### src/rtl/cache_mem_arbiter_pkg.sv
// Shared types and constants for the cache/main-memory arbiter and its fill sequencer.
package mem_arb_pkg;
  localparam int ADDR_W          = 16;
  localparam int DATA_W          = 16;
  localparam int WORDS_PER_BLOCK = 8;
  localparam int MEM_LATENCY     = 4;
  localparam int BLK_OFFSET_W    = 4;
  localparam int CNT_W           = 4;   // counts 0..WORDS_PER_BLOCK inclusive
  localparam int IDX_W           = 3;

  typedef enum logic [1:0] {IDLE, WRITE, FILL_I, FILL_D} arb_state_e;

  // Request vector bit positions; higher bit wins.
  localparam logic [2:0] PRIO_WR    = 3'b100;
  localparam logic [2:0] PRIO_DMISS = 3'b010;
  localparam logic [2:0] PRIO_IMISS = 3'b001;

  function automatic arb_state_e arb_pick(input logic [2:0] req);
    if ((req & PRIO_WR) != 3'b000)         return WRITE;
    else if ((req & PRIO_DMISS) != 3'b000) return FILL_D;
    else if ((req & PRIO_IMISS) != 3'b000) return FILL_I;
    else                                   return IDLE;
  endfunction
endpackage

### src/rtl/cache_mem_arbiter_if.sv
// Cache-side request/fill signals and the main-memory port, grouped for the arbiter.
interface cache_mem_arbiter_if;
  import mem_arb_pkg::*;

  logic              i_miss_req;
  logic [ADDR_W-1:0] i_miss_addr;
  logic              i_fill_valid;
  logic [IDX_W-1:0]  i_fill_idx;
  logic [DATA_W-1:0] i_fill_data;
  logic              i_fill_done;
  logic              d_miss_req;
  logic [ADDR_W-1:0] d_miss_addr;
  logic              d_fill_valid;
  logic [IDX_W-1:0]  d_fill_idx;
  logic [DATA_W-1:0] d_fill_data;
  logic              d_fill_done;
  logic              d_wr_req;
  logic [ADDR_W-1:0] d_wr_addr;
  logic [DATA_W-1:0] d_wr_data;
  logic              d_wr_ack;
  logic              mem_en;
  logic              mem_wr;
  logic [ADDR_W-1:0] mem_addr;
  logic [DATA_W-1:0] mem_wdata;
  logic [DATA_W-1:0] mem_rdata;
  logic              mem_data_valid;
  logic              busy;

  modport master (
    input  i_miss_req, i_miss_addr, d_miss_req, d_miss_addr,
           d_wr_req, d_wr_addr, d_wr_data, mem_rdata, mem_data_valid,
    output i_fill_valid, i_fill_idx, i_fill_data, i_fill_done,
           d_fill_valid, d_fill_idx, d_fill_data, d_fill_done,
           d_wr_ack, mem_en, mem_wr, mem_addr, mem_wdata, busy
  );

  modport slave (
    output i_miss_req, i_miss_addr, d_miss_req, d_miss_addr,
           d_wr_req, d_wr_addr, d_wr_data, mem_rdata, mem_data_valid,
    input  i_fill_valid, i_fill_idx, i_fill_data, i_fill_done,
           d_fill_valid, d_fill_idx, d_fill_data, d_fill_done,
           d_wr_ack, mem_en, mem_wr, mem_addr, mem_wdata, busy
  );
endinterface

### src/rtl/cache_mem_arbiter_fill_seq.sv
// Block-fill sequencer: issues one read per word, counts returns, flags the last word.
module blk_fill_seq
  import mem_arb_pkg::*;
(
  input  logic              clk,
  input  logic              rst,
  input  logic              clr_i,
  input  logic              active_i,
  input  logic [ADDR_W-1:0] blk_addr_i,
  input  logic              data_valid_i,
  output logic              issue_o,
  output logic [ADDR_W-1:0] issue_addr_o,
  output logic              recv_o,
  output logic [IDX_W-1:0]  recv_idx_o,
  output logic              done_o
);
  localparam logic [CNT_W-1:0] CNT_FULL = CNT_W'(WORDS_PER_BLOCK);
  localparam logic [CNT_W-1:0] CNT_LAST = CNT_W'(WORDS_PER_BLOCK - 1);

  logic [CNT_W-1:0] issue_cnt_q, issue_cnt_d;
  logic [CNT_W-1:0] recv_cnt_q, recv_cnt_d;

  always_comb begin
    issue_o      = active_i && (issue_cnt_q < CNT_FULL);
    recv_o       = active_i && data_valid_i && (recv_cnt_q < CNT_FULL);
    done_o       = recv_o && (recv_cnt_q == CNT_LAST);
    recv_idx_o   = recv_o ? recv_cnt_q[IDX_W-1:0] : '0;
    // Word offset is spliced in from the counter so no carry can reach the block bits.
    issue_addr_o = issue_o ? {blk_addr_i[ADDR_W-1:BLK_OFFSET_W], issue_cnt_q[IDX_W-1:0], 1'b0} : '0;

    issue_cnt_d = issue_cnt_q;
    recv_cnt_d  = recv_cnt_q;
    if (clr_i) begin
      issue_cnt_d = '0;
      recv_cnt_d  = '0;
    end else begin
      if (issue_o) issue_cnt_d = issue_cnt_q + 1'b1;
      if (recv_o)  recv_cnt_d  = recv_cnt_q + 1'b1;
    end
  end

  always_ff @(posedge clk or posedge rst) begin
    if (rst) begin
      issue_cnt_q <= '0;
      recv_cnt_q  <= '0;
    end else begin
      issue_cnt_q <= issue_cnt_d;
      recv_cnt_q  <= recv_cnt_d;
    end
  end
endmodule

### src/rtl/cache_mem_arbiter.sv
// Arbitrates I-cache fills, D-cache fills and D-cache write-through stores onto one memory port.
module cache_mem_arbiter
  import mem_arb_pkg::*;
(
  input logic                 clk,
  input logic                 rst,
  cache_mem_arbiter_if.master bus
);
  arb_state_e        state_q;
  arb_state_e        pick;
  logic [ADDR_W-1:0] addr_q;
  logic [DATA_W-1:0] wdata_q;
  logic              grant;
  logic              filling;
  logic              seq_issue, seq_recv, seq_done;
  logic [ADDR_W-1:0] seq_addr;
  logic [IDX_W-1:0]  seq_idx;

  assign pick    = arb_pick({bus.d_wr_req, bus.d_miss_req, bus.i_miss_req});
  assign grant   = (state_q == IDLE) && (pick != IDLE);
  assign filling = (state_q == FILL_I) || (state_q == FILL_D);

  blk_fill_seq u_seq (
    .clk          (clk),
    .rst          (rst),
    .clr_i        (grant),
    .active_i     (filling),
    .blk_addr_i   (addr_q),
    .data_valid_i (bus.mem_data_valid),
    .issue_o      (seq_issue),
    .issue_addr_o (seq_addr),
    .recv_o       (seq_recv),
    .recv_idx_o   (seq_idx),
    .done_o       (seq_done)
  );

  always_ff @(posedge clk or posedge rst) begin
    if (rst) begin
      state_q <= IDLE;
      addr_q  <= '0;
      wdata_q <= '0;
    end else begin
      case (state_q)
        IDLE: begin
          state_q <= pick;
          case (pick)
            WRITE: begin
              addr_q  <= bus.d_wr_addr;
              wdata_q <= bus.d_wr_data;
            end
            FILL_D:  addr_q <= bus.d_miss_addr;
            FILL_I:  addr_q <= bus.i_miss_addr;
            default: ;
          endcase
        end
        WRITE:          state_q <= IDLE;
        FILL_I, FILL_D: if (seq_done) state_q <= IDLE;
        default:        state_q <= IDLE;
      endcase
    end
  end

  always_comb begin
    bus.busy      = (state_q != IDLE);
    bus.d_wr_ack  = (state_q == WRITE);
    bus.mem_en    = (state_q == WRITE) || seq_issue;
    bus.mem_wr    = (state_q == WRITE);
    bus.mem_addr  = (state_q == WRITE) ? addr_q : seq_addr;
    bus.mem_wdata = (state_q == WRITE) ? wdata_q : '0;

    // Only the owning side sees valid/idx/done; data is a shared mirror.
    bus.i_fill_valid = (state_q == FILL_I) && seq_recv;
    bus.i_fill_idx   = (state_q == FILL_I) ? seq_idx : '0;
    bus.i_fill_done  = (state_q == FILL_I) && seq_done;
    bus.d_fill_valid = (state_q == FILL_D) && seq_recv;
    bus.d_fill_idx   = (state_q == FILL_D) ? seq_idx : '0;
    bus.d_fill_done  = (state_q == FILL_D) && seq_done;
    bus.i_fill_data  = bus.mem_rdata;
    bus.d_fill_data  = bus.mem_rdata;
  end
endmodule

### src/flat_wrapper.sv
// flat-port wrapper written by rule: the top's interface ports become plain ports
module cache_mem_arbiter_flat import mem_arb_pkg::*;
  (clk, rst, bus_i_miss_req, bus_i_miss_addr, bus_d_miss_req, bus_d_miss_addr, bus_d_wr_req, bus_d_wr_addr, bus_d_wr_data, bus_mem_rdata, bus_mem_data_valid, bus_i_fill_valid, bus_i_fill_idx, bus_i_fill_data, bus_i_fill_done, bus_d_fill_valid, bus_d_fill_idx, bus_d_fill_data, bus_d_fill_done, bus_d_wr_ack, bus_mem_en, bus_mem_wr, bus_mem_addr, bus_mem_wdata, bus_busy);
  cache_mem_arbiter_if bus_i ();
  input logic clk;
  input logic rst;
  input wire logic [$bits(bus_i.i_miss_req)-1:0] bus_i_miss_req;
  input wire logic [$bits(bus_i.i_miss_addr)-1:0] bus_i_miss_addr;
  input wire logic [$bits(bus_i.d_miss_req)-1:0] bus_d_miss_req;
  input wire logic [$bits(bus_i.d_miss_addr)-1:0] bus_d_miss_addr;
  input wire logic [$bits(bus_i.d_wr_req)-1:0] bus_d_wr_req;
  input wire logic [$bits(bus_i.d_wr_addr)-1:0] bus_d_wr_addr;
  input wire logic [$bits(bus_i.d_wr_data)-1:0] bus_d_wr_data;
  input wire logic [$bits(bus_i.mem_rdata)-1:0] bus_mem_rdata;
  input wire logic [$bits(bus_i.mem_data_valid)-1:0] bus_mem_data_valid;
  output wire logic [$bits(bus_i.i_fill_valid)-1:0] bus_i_fill_valid;
  output wire logic [$bits(bus_i.i_fill_idx)-1:0] bus_i_fill_idx;
  output wire logic [$bits(bus_i.i_fill_data)-1:0] bus_i_fill_data;
  output wire logic [$bits(bus_i.i_fill_done)-1:0] bus_i_fill_done;
  output wire logic [$bits(bus_i.d_fill_valid)-1:0] bus_d_fill_valid;
  output wire logic [$bits(bus_i.d_fill_idx)-1:0] bus_d_fill_idx;
  output wire logic [$bits(bus_i.d_fill_data)-1:0] bus_d_fill_data;
  output wire logic [$bits(bus_i.d_fill_done)-1:0] bus_d_fill_done;
  output wire logic [$bits(bus_i.d_wr_ack)-1:0] bus_d_wr_ack;
  output wire logic [$bits(bus_i.mem_en)-1:0] bus_mem_en;
  output wire logic [$bits(bus_i.mem_wr)-1:0] bus_mem_wr;
  output wire logic [$bits(bus_i.mem_addr)-1:0] bus_mem_addr;
  output wire logic [$bits(bus_i.mem_wdata)-1:0] bus_mem_wdata;
  output wire logic [$bits(bus_i.busy)-1:0] bus_busy;
  assign bus_i.i_miss_req = bus_i_miss_req;
  assign bus_i.i_miss_addr = bus_i_miss_addr;
  assign bus_i.d_miss_req = bus_d_miss_req;
  assign bus_i.d_miss_addr = bus_d_miss_addr;
  assign bus_i.d_wr_req = bus_d_wr_req;
  assign bus_i.d_wr_addr = bus_d_wr_addr;
  assign bus_i.d_wr_data = bus_d_wr_data;
  assign bus_i.mem_rdata = bus_mem_rdata;
  assign bus_i.mem_data_valid = bus_mem_data_valid;
  assign bus_i_fill_valid = bus_i.i_fill_valid;
  assign bus_i_fill_idx = bus_i.i_fill_idx;
  assign bus_i_fill_data = bus_i.i_fill_data;
  assign bus_i_fill_done = bus_i.i_fill_done;
  assign bus_d_fill_valid = bus_i.d_fill_valid;
  assign bus_d_fill_idx = bus_i.d_fill_idx;
  assign bus_d_fill_data = bus_i.d_fill_data;
  assign bus_d_fill_done = bus_i.d_fill_done;
  assign bus_d_wr_ack = bus_i.d_wr_ack;
  assign bus_mem_en = bus_i.mem_en;
  assign bus_mem_wr = bus_i.mem_wr;
  assign bus_mem_addr = bus_i.mem_addr;
  assign bus_mem_wdata = bus_i.mem_wdata;
  assign bus_busy = bus_i.busy;
  cache_mem_arbiter u_core (.clk(clk), .rst(rst), .bus(bus_i));
endmodule
### config.mk
export PLATFORM = sky130hd
export DESIGN_NAME = cache_mem_arbiter_flat
export DESIGN_NICKNAME = d
export VERILOG_FILES = /design/src/rtl/cache_mem_arbiter_pkg.sv /design/src/rtl/cache_mem_arbiter_if.sv /design/src/rtl/cache_mem_arbiter_fill_seq.sv /design/src/rtl/cache_mem_arbiter.sv /design/src/flat_wrapper.sv
export SDC_FILE = /design/constraint.sdc
export NUM_CORES = 1
export LEC_CHECK = 0
export BUFFER_PORTS_ARGS = -buffer_cell sky130_fd_sc_hd__buf_2
export CAP_MARGIN = 40
export CORE_MARGIN = 4
export CORE_UTILIZATION = 45
export CTS_CLUSTER_DIAMETER = 120
export DETAILED_ROUTE_END_ITERATION = 6
export PLACE_DENSITY = 0.84
export SLEW_MARGIN = 30
export SYNTH_ARGS = -nofsm -noshare
export SYNTH_HDL_FRONTEND = slang
export SYNTH_SLANG_ARGS = --single-unit
### constraint.sdc
create_clock -name clk -period 3.15 [get_ports clk]
set_input_delay 0.63 -clock clk [delete_from_list [all_inputs] [get_ports clk]]
set_output_delay 0.63 -clock clk [all_outputs]
set_load 0.005 [all_outputs]
==> flow_summary.json <==
{
  "critPathTopFamily": "simple AND/OR/NAND/NOR gates",
  "viasPerCell": 4.909,
  "power_density_nw_per_um2": 802.3,
  "ant_nets": 0,
  "ioPinCount": 164,
  "cts_resized": 0,
  "busiest_layer": "met2",
  "worst-path-max-fanout": 16,
  "drc": 0,
  "place_ws_ns": 0.9876,
  "yosysTopAreaCell": "dfrtp_1",
  "syn_avg_cell_area_um2": 8.986,
  "vias": 2160,
  "synth-async-reset-ratio_pct": 100.0,
  "post_drt_wl_per_cell_um": 13.93,
  "finalSetupViolCount": 0,
  "start_util_pct": 47.07,
  "synthesis.instances": 292,
  "met3_usage_pct": 4.612,
  "clock_path_buffers": 2,
  "path_class": "reg2out",
  "startpoint_type": "flip-flop",
  "setup_tns_ns": 0,
  "min_period_ns": 2.458,
  "crit_chain": "and3b_1 -> and2_1 -> and3_1 -> buf_2",
  "fin_skew_ns": 0.01285,
  "ys_types": 32,
  "cts.htree.levels": 2,
  "hold_viol": 0,
  "slew_headroom_pct": 63.05,
  "p_leak_nw": 1.633,
  "drv_slew": 0,
  "grt_max_degree": 30,
  "layout.nets": 455,
  "coreArea_um2": 5574,
  "grtUsageTotal_pct": 16.59,
  "antenna_found_initial": 0,
  "critPathSlowestCell": "dfrtp_1",
  "synth-edff-count": 0,
  "synth_ff_type": "dfrtp_1",
  "dp_hpwl_um": 4792,
  "cts-root-buf": "clkbuf_8",
  "grt_pass1_wl_um": 9666,
  "die_h_um": 84.36,
  "status": "finished clean",
  "post-route-period-util_pct": 78.02,
  "ys_seq_area_share_pct": 40.06,
  "grt.met1_usage_pct": 20.14,
  "first_iter_violations": 68,
  "drv_cap": 0,
  "syn_nets": 380,
  "cts_tree": "built",
  "cts_setup_buffers": 0,
  "ys_seq_elements": 42,
  "grt_pass1_vias": 2088,
  "end_kind": "output port",
  "die-area_um2": 7117,
  "fmax_ghz": 0.4069,
  "rows": 27,
  "max_stage_delay_ns": 0.64,
  "cp_data_arrival_time_ns": 1.83,
  "synthTopCellsByArea": "dfrtp_1 (40%), buf_4 (9.4%), and2_1 (7.2%)",
  "postCtsHoldBufs": 0,
  "globalRouteMet2Util_pct": 28.84,
  "numClockSinks": 42,
  "syn_area_um2": 2624,
  "clkTransAtPathRegs_ns": 0.08,
  "yosys_warnings": 0,
  "cp_data_required_time_ns": 2.52,
  "cp.buffers_inverters": 1,
  "rsz0062_at_grt": "no",
  "vdd_drop_max_uv": 317.1,
  "die_w_um": 84.36,
  "final_layout_size_suffix_gt1_share_pct": 39.95,
  "place.gp.congestion": 0.7518,
  "worst_slew_pin_slew_ns": 0.5522,
  "synth_top_area_share_pct": 40.06,
  "cts_buffers": 5,
  "worst_slack_ns": 0.6925,
  "synthMostInstantiatedCell": "dfrtp_1",
  "hp-class": "in2async",
  "grt.overflow.total": 0,
  "insertion_delay_ns": 0.30,
  "io_buffers": 115,
  "first_pass_iters": 4,
  "insertedDiodeCount": 0,
  "synth.top_cells.by_count": "dfrtp_1 (42), buf_4 (33), and2_1 (30)",
  "syn_to_final_growth_pct": 19.08,
  "drt-total-wl_um": 6131
}
==> path summary, 6_finish.rpt <==
path                                        start                  to  slack, ns  depth (start not counted)
min in group clk                u_core.addr_q[14]   u_core.addr_q[14]       0.48                          2
worst max register to register  u_core.state_q[1]    u_core.addr_q[5]       1.52                          5
worst min register to register  u_core.addr_q[14]   u_core.addr_q[14]       0.48                          2
max in group asynchronous                     rst   u_core.state_q[0]       2.39                          3
worst max-delay path            u_core.state_q[1]   bus_i_fill_idx[2]       0.69                          4
worst min-delay path                          rst  u_core.wdata_q[10]       0.31                          2
==> worst register-to-register path: stages (launching register included) <==
cell and delay, ns:
dfrtp_1 0.55, nor2_4 0.22, nand2b_1 0.30, buf_4 0.30
nand2_1 0.07, o21ai_0 0.07
==> per-layer routing <==
metal  wire, µm  up-vias
met2       2980       86
met3        503       18
met5          0        -
met1       2555      963
li1           -     1093
met4         93        0
==> cells by family (layout without fill, tap and decap cells) <==
kind of cell	after synthesis	in the layout	synth area share (%)
flip-flops	42	42	40.06
adder cells (fa/ha/maj)	2	2	0.9536
XOR/XNOR	4	4	1.335
AO/OA/AOI/OAI	53	53	11.83
multiplexers	18	18	9.060
buffers and inverters	56	132	13.88
AND/OR/NAND/NOR	117	117	22.89
==> cell type report <==
cell class / instances / area (µm²)
clock buffer: 5 / 68.82
multi-input combinational: 194 / 1209
clock inverter: 3 / 68.82
fill: 507 / 2450
tap: 72 / 90.09
timing repair buffer: 119 / 618.1
sequential: 42 / 1051
inverter: 5 / 18.77
==> registers in the layout (all words and copies together) (netlist names) <==
register,count
u_core.addr_q,16
u_core.state_q,2
u_core.u_seq.issue_cnt_q,4
u_core.u_seq.recv_cnt_q,4
u_core.wdata_q,16
==> layout by cell type, fill, tap and decap left out <==
master	instances
ha_1	2
nor3_1	2
and2_0	1
inv_1	4
mux2i_1	2
nor2b_1	12
xor2_1	2
buf_4	3
a21oi_1	14
xnor2_1	2
o22ai_1	18
and3b_1	1
and3_1	6
o21ai_0	14
clkinv_4	1
nand2b_1	2
and2_1	30
nor2_1	28
o31ai_1	4
nor2_4	1
inv_2	1
bufinv_16	2
nand2_1	29
nand4b_1	1
nand3_1	1
o21ba_2	1
a41oi_1	2
and2_4	1
clkbuf_8	5
mux2_2	6
mux2_4	10
buf_2	115
nor3b_1	2
buf_12	1
dfrtp_1	42
==> report_power, final <==
| group | total [mW] | switching (mW) | leakage, nW | internal (mW) |
|---|---|---|---|---|
| Combinational | 1.02 | 0.479 | 1.05 | 0.536 |
| Clock | 0.504 | 0.186 | 0.0683 | 0.318 |
| Sequential | 0.987 | 0.184 | 0.511 | 0.803 |
==> metrics by stage <==
step                utilization (%)  area [µm²]  hold WS (ns)  total power, mW  std cells
floorplan                         -        2624        0.4402            1.672        292
global placement              53.22        2967        0.4555            1.968        431
detailed placement            53.58        2987        0.4622            2.024        432
CTS                           56.05        3124        0.3164            2.532        440
global route                  56.05        3124        0.3363            2.692        440
finish                        56.05        3124        0.3099            2.506        440
(Power assumes the default switching activity.)
